### config.mk
export PLATFORM = sky130hd
export DESIGN_NAME = alu_result_stage
export DESIGN_NICKNAME = d
export VERILOG_FILES = /design/src/rtl/alu_pkg.sv /design/src/rtl/result_skid_fifo.sv /design/src/rtl/alu_result_stage.sv
export SDC_FILE = /design/constraint.sdc
export NUM_CORES = 1
export LEC_CHECK = 0
export ABC_AREA = 1
export BUFFER_PORTS_ARGS = -buffer_cell sky130_fd_sc_hd__clkbuf_2
export CAP_MARGIN = 15
export CORE_AREA = 2 2 124 114
export DETAILED_ROUTE_END_ITERATION = 10
export DIE_AREA = 0 0 126 116
export GPL_ROUTABILITY_DRIVEN = 0
export HOLD_SLACK_MARGIN = 0.02
export PLACE_DENSITY_LB_ADDON = 0.25
export SYNTH_ARGS = -nofsm -noshare
export SYNTH_HDL_FRONTEND = slang
export SYNTH_HIERARCHICAL = 1
export SYNTH_SLANG_ARGS = --single-unit
### constraint.sdc
create_clock -name clk -period 4.7 [get_ports clk]
set_clock_uncertainty 0.2 [all_clocks]
set_input_delay 0 -clock clk [delete_from_list [all_inputs] [get_ports clk]]
set_output_delay 0 -clock clk [all_outputs]
set_load 0.005 [all_outputs]
### src/rtl/alu_pkg.sv
// Shared definitions for the ALU result stage: hilo operation codes,
// status bit positions and the packed result-entry width.
package alu_pkg;

  localparam int HILO_NONE = 0;
  localparam int HILO_MULT = 1;
  localparam int HILO_MTHI = 2;
  localparam int HILO_MTLO = 3;
  localparam int HILO_MFHI = 4;
  localparam int HILO_MFLO = 5;

  localparam int ST_ZERO  = 0;
  localparam int ST_NEG   = 1;
  localparam int ST_OVF   = 2;
  localparam int ST_CARRY = 3;

  // Entry layout: {data, rd, we, excp}
  function automatic int entry_w(input int data_w, input int addr_w);
    return data_w + addr_w + 2;
  endfunction

endpackage

### src/rtl/result_skid_fifo.sv
// Two-entry in-order valid/ready buffer. The head slot drives the output
// directly; inReady is a registered copy of "fewer than two entries held".
module result_skid_fifo
  import alu_pkg::*;
#(
  parameter int WIDTH = 8
) (
  input  logic             clk,
  input  logic             rst,
  input  logic             in_valid_i,
  output logic             in_ready_o,
  input  logic [WIDTH-1:0] in_data_i,
  output logic             out_valid_o,
  input  logic             out_ready_i,
  output logic [WIDTH-1:0] out_data_o
);

  logic [1:0]       count_q, count_d;
  logic [WIDTH-1:0] head_q, head_d;
  logic [WIDTH-1:0] tail_q, tail_d;
  logic             ready_q;
  logic             push, pop;

  assign push        = in_valid_i & ready_q;
  assign pop         = (count_q != 2'd0) & out_ready_i;
  assign in_ready_o  = ready_q;
  assign out_valid_o = (count_q != 2'd0);
  assign out_data_o  = head_q;

  // Next-state: a pop shifts the tail forward, a push lands in the first free slot
  always_comb begin
    head_d  = head_q;
    tail_d  = tail_q;
    count_d = count_q;
    if (pop) begin
      head_d = tail_q;
    end
    if (push) begin
      if ((count_q == 2'd0) || ((count_q == 2'd1) && pop)) begin
        head_d = in_data_i;
      end else begin
        tail_d = in_data_i;
      end
    end
    unique case ({push, pop})
      2'b10:   count_d = count_q + 2'd1;
      2'b01:   count_d = count_q - 2'd1;
      default: count_d = count_q;
    endcase
  end

  // Storage, occupancy and registered ready; reset discards all entries
  always_ff @(posedge clk) begin
    if (rst) begin
      count_q <= 2'd0;
      ready_q <= 1'b1;
      head_q  <= '0;
      tail_q  <= '0;
    end else begin
      count_q <= count_d;
      ready_q <= (count_d != 2'd2);
      head_q  <= head_d;
      tail_q  <= tail_d;
    end
  end

endmodule

### src/rtl/alu_result_stage.sv
// ALU writeback stage: holds architectural HI/LO, resolves MFHI/MFLO,
// applies overflow-trap write suppression and queues results for the
// register file through a two-entry skid buffer.
module alu_result_stage
  import alu_pkg::*;
#(
  parameter int DATA_WIDTH   = 32,
  parameter int STATUS_WIDTH = 4,
  parameter int REG_ADDR_W   = 5,
  parameter int HILO_OP_W    = 3
) (
  input  logic                    clk,
  input  logic                    rst,
  input  logic                    inValid,
  output logic                    inReady,
  input  logic [HILO_OP_W-1:0]    hiloOp,
  input  logic [DATA_WIDTH-1:0]   aluData,
  input  logic [DATA_WIDTH-1:0]   aluHi,
  input  logic [DATA_WIDTH-1:0]   aluLo,
  input  logic [STATUS_WIDTH-1:0] aluStatus,
  input  logic                    trapOvf,
  input  logic [REG_ADDR_W-1:0]   rdAddr,
  input  logic                    regWe,
  output logic                    outValid,
  input  logic                    outReady,
  output logic [DATA_WIDTH-1:0]   outData,
  output logic [REG_ADDR_W-1:0]   outRd,
  output logic                    outWe,
  output logic                    outExcp,
  output logic [DATA_WIDTH-1:0]   hiReg,
  output logic [DATA_WIDTH-1:0]   loReg
);

  localparam int ENTRY_W = entry_w(DATA_WIDTH, REG_ADDR_W);

  logic [DATA_WIDTH-1:0] hi_q, hi_d;
  logic [DATA_WIDTH-1:0] lo_q, lo_d;
  logic                  accept, trap;
  logic                  op_mult, op_mthi, op_mtlo, op_mfhi, op_mflo;
  logic [DATA_WIDTH-1:0] entry_data;
  logic                  entry_we;
  logic [ENTRY_W-1:0]    entry_in, entry_out;
  logic                  unused_status;

  // Only the overflow flag matters here; the other status bits pass through unused
  assign unused_status = ^aluStatus;

  assign accept  = inValid & inReady;
  assign trap    = trapOvf & aluStatus[ST_OVF];
  assign op_mult = (hiloOp == HILO_OP_W'(HILO_MULT));
  assign op_mthi = (hiloOp == HILO_OP_W'(HILO_MTHI));
  assign op_mtlo = (hiloOp == HILO_OP_W'(HILO_MTLO));
  assign op_mfhi = (hiloOp == HILO_OP_W'(HILO_MFHI));
  assign op_mflo = (hiloOp == HILO_OP_W'(HILO_MFLO));

  // Moves-from read the pre-edge HI/LO, so a MULT one cycle earlier is already visible
  assign entry_data = op_mfhi ? hi_q : (op_mflo ? lo_q : aluData);
  assign entry_we   = regWe & ~trap & (rdAddr != '0);
  assign entry_in   = {entry_data, rdAddr, entry_we, trap};

  // HI/LO next state; a trapped instruction leaves them untouched
  always_comb begin
    hi_d = hi_q;
    lo_d = lo_q;
    if (accept && !trap) begin
      if (op_mult) begin
        hi_d = aluHi;
        lo_d = aluLo;
      end
      if (op_mthi) hi_d = aluData;
      if (op_mtlo) lo_d = aluData;
    end
  end

  // Architectural HI/LO registers, cleared by reset
  always_ff @(posedge clk) begin
    if (rst) begin
      hi_q <= '0;
      lo_q <= '0;
    end else begin
      hi_q <= hi_d;
      lo_q <= lo_d;
    end
  end

  result_skid_fifo #(
    .WIDTH (ENTRY_W)
  ) u_fifo (
    .clk         (clk),
    .rst         (rst),
    .in_valid_i  (inValid),
    .in_ready_o  (inReady),
    .in_data_i   (entry_in),
    .out_valid_o (outValid),
    .out_ready_i (outReady),
    .out_data_o  (entry_out)
  );

  assign {outData, outRd, outWe, outExcp} = entry_out;
  assign hiReg = hi_q;
  assign loReg = lo_q;

endmodule
==> impl_metrics.yaml <==
run_status:
  status: "completed"
cts:
  clk_path_buf_depth: 2
  root_buffer: "clkbuf_16"
  clock_latency_ns: 0.42
  numCtsBuffers: 17
  cts.reportedPaths.clkPinSlew_ns: 0.06
  cts-htree-levels: 4
  cts.sinks: 145
  cts_resized: 0
  cts_tree: "done"
cells_and_area:
  drive_gt1_share_pct: 17.68
  multi_input_area_sq_um: 3686
  fill_cells: 815
  seqCellArea_sq_um: 2903
  finalInstanceArea_sq_um: 10730
  fin_util_pct: 81.22
  syn_to_final_growth_pct: 45.69
  nets: 1653
sta:
  hold_viol_final: 0
  worstMarginPinSlew_ns: 1.047
  tns_ns: 0
  rsz0062_at_grt: "no"
  setup_viol: 0
  fmax_mhz: 333.1
  report.final.slew_viol_count: 0
  finalCritPeriodShare_pct: 63.87
  slew_headroom_pct: 30.08
  period_needed_ns: 3.002
  holdWs_ns: 0.02032
synthesis:
  synth_top_area_cell: "dfxtp_1"
  synth.most_common_cell: "nand2_1"
  synthDistinctLibCells: 22
  syn_avg_cell_area_sq_um: 6.133
  synth-edff-count: 0
  muxShareOfSynthArea_pct: 0
  syn_inst: 1201
  synth_fp_nets: 1317
  postSynthRegisterBits: 145
  netlist_area_sq_um: 7366
  synth_area_leaders: "dfxtp_1 39%, nand2_1 20%, nor2_1 15%"
  synth_top_family_by_area: "simple AND/OR/NAND/NOR gates"
  ys.flop_type: "dfxtp_1"
  synth_xor_area_share_pct: 0
  synth_fa_ha_area_share_pct: 0.3397
  synth-seq-area-share_pct: 39.41
  async_flop_share_pct: 0
  synth_compound_area_share_pct: 10.60
  synth-warning-count: 6
  synth-simple-area-share_pct: 39.02
  synth_top_cells_by_count: "388 x nand2_1, 288 x nor2_1, 145 x dfxtp_1"
  synth_top_area_share_pct: 39.41
floorplan:
  dieWidth_um: 126
  rows: 40
  core_sq_um: 13210
  dieArea_sq_um: 14620
  start_util_pct: 55.75
  die_h_um: 116
  ios: 219
detailed_routing:
  wirelength_mm: 30.69
  drc: 0
  wl_per_cell_um: 17.84
  drt_iter0_markers: 1402
  vias: 9933
  avgViaCountPerCell: 5.775
  antenna_left: 0
  dr.pass1.iters: 7
power_and_ir_drop:
  peakVddDrop_uv: 306.9
  power_per_cell_area_nw_per_um2: 425.6
  power.total_mw: 4.567
  leakage_nw: 5.677
place:
  dp_hpwl_mm: 14.41
  dpl_cell_area_sq_um: 8337
  io_buffers: 215
critical_path:
  crit_chain: "clkbuf_2 -> nand3_2 -> buf_4 -> o21ai_0 -> dlygate4sd3_1 -> nor2_1 -> nor2_1"
  critPathKind: "in -> reg"
  critPathCaptureType: "register"
  worst_path_max_delay_cell: "clkbuf_2"
  cp_data_required_time_ns: 4.82
  cp.arrival_ns: 3.12
  path_delay_family: "buffers and inverters"
  startpoint_type: "input port"
  path_max_fanout: 40
  cpPeakStageDelay_ns: 0.75
  path_common_cell: "nor2_1"
  critical_path_buf_inv_count: 3
global_route:
  globalRouteTotalUtil_pct: 41.61
  grt_max_degree: 80
  grt_pass1_wl_mm: 47.87
  antenna_found_initial: 2
  grt_overflow: 0
  grt_pass1_vias: 9274
job:
  cap_violations: 0
hold_path:
  hold_class: "in -> reg"
-- logic make-up after synthesis --
family / count (synthesis)
buffers and inverters: 185
and+or+nand+nor: 737
adders and majority gates: 2
DFF: 145
AOI/OAI and AO/OA: 132
-- repair_timing --
| item | in CTS | in global routing |
|---|---|---|
| buffers inserted | 0 | 0 |
| endpoints found under the hold margin | 123 | 0 |
| hold buffers | 169 | 0 |
-- worst paths after layout --
path / slack [ns] / from / end / cells after the start
worst max-delay path: 1.70 / hiloOp[1] / loReg[24] / 7
worst min-delay path: 0.02 / hiloOp[2] / loReg[25] / 5
worst max register to register: 2.02 / u_fifo/count_q[0] / u_fifo/count_q[0] / 9
worst min register to register: 0.32 / u_fifo/tail_q[9] / u_fifo/tail_q[9] / 2
-- worst reg2reg max path: stages (launching register included) --
cell and delay [ns]:
dfxtp_1 0.36, inv_1 0.07, ha_1 0.20, inv_2 0.09
nand2_2 0.48, nand2_1 0.36, nand3_1 0.12, nand2_1 0.10
nor2_1 0.04, dlygate4sd3_1 0.55
-- metal layers --
layer  track usage, %  vias to the layer above  share of wire [%]
li1                 -                     4381                  -
met1            50.78                     4392                 36
met2            65.81                      893                 44
met3            11.91                      267                 12
met4            25.27                        0                7.4
met5                0                        -                  0
-- metrics by stage --
stage / setup slack [ns] / std cells
global placement: 2.022 / 1516
detailed placement: 1.984 / 1516
finish: 1.698 / 1720
floorplan: 3.088 / 1201
CTS: 2.003 / 1717
global route: 1.699 / 1719
-- registers in the layout (all words and copies together) (netlist names) --
register / count
u_fifo/in_ready_o: 1
u_fifo/tail_q: 39
hiReg: 32
u_fifo/out_data_o: 39
u_fifo/count_q: 2
loReg: 32
-- layout by cell type (no fill, tap or decap), types with 2 or more instances in the layout --
cell | Yosys | routed
inv_6 | 0 | 2
nand2_1 | 388 | 388
clkinv_4 | 0 | 2
o21ai_0 | 99 | 99
clkbuf_16 | 0 | 17
ha_1 | 2 | 2
clkbuf_2 | 1 | 215
dlygate4sd3_1 | 0 | 169
dfxtp_1 | 145 | 145
bufinv_16 | 0 | 5
buf_4 | 7 | 6
diode_2 | 0 | 2
nor2_4 | 2 | 2
clkbuf_8 | 0 | 4
o221ai_1 | 32 | 32
nand2_2 | 6 | 6
inv_2 | 8 | 9
nand3_1 | 49 | 49
nor2_1 | 288 | 288
inv_1 | 103 | 102
-- cell type report --
class / count / area share (%)
multi-input combinational: 871 / 34.35
sequential: 145 / 27.05
timing repair buffer: 391 / 26.40
clock buffer: 21 / 4.477
inverter: 111 / 3.882
tap: 168 / 1.959
clock inverter: 11 / 1.842
antenna: 2 / 0.04664
-- power breakdown --
group / total, mW / internal (mW) / switching, mW
clock: 1.55 / 1.00 / 0.547
combinational: 1.40 / 0.538 / 0.857
sequential: 1.62 / 1.48 / 0.138
total: 4.57 / 3.03 / 1.54
Power figures use the tool's default switching activity.
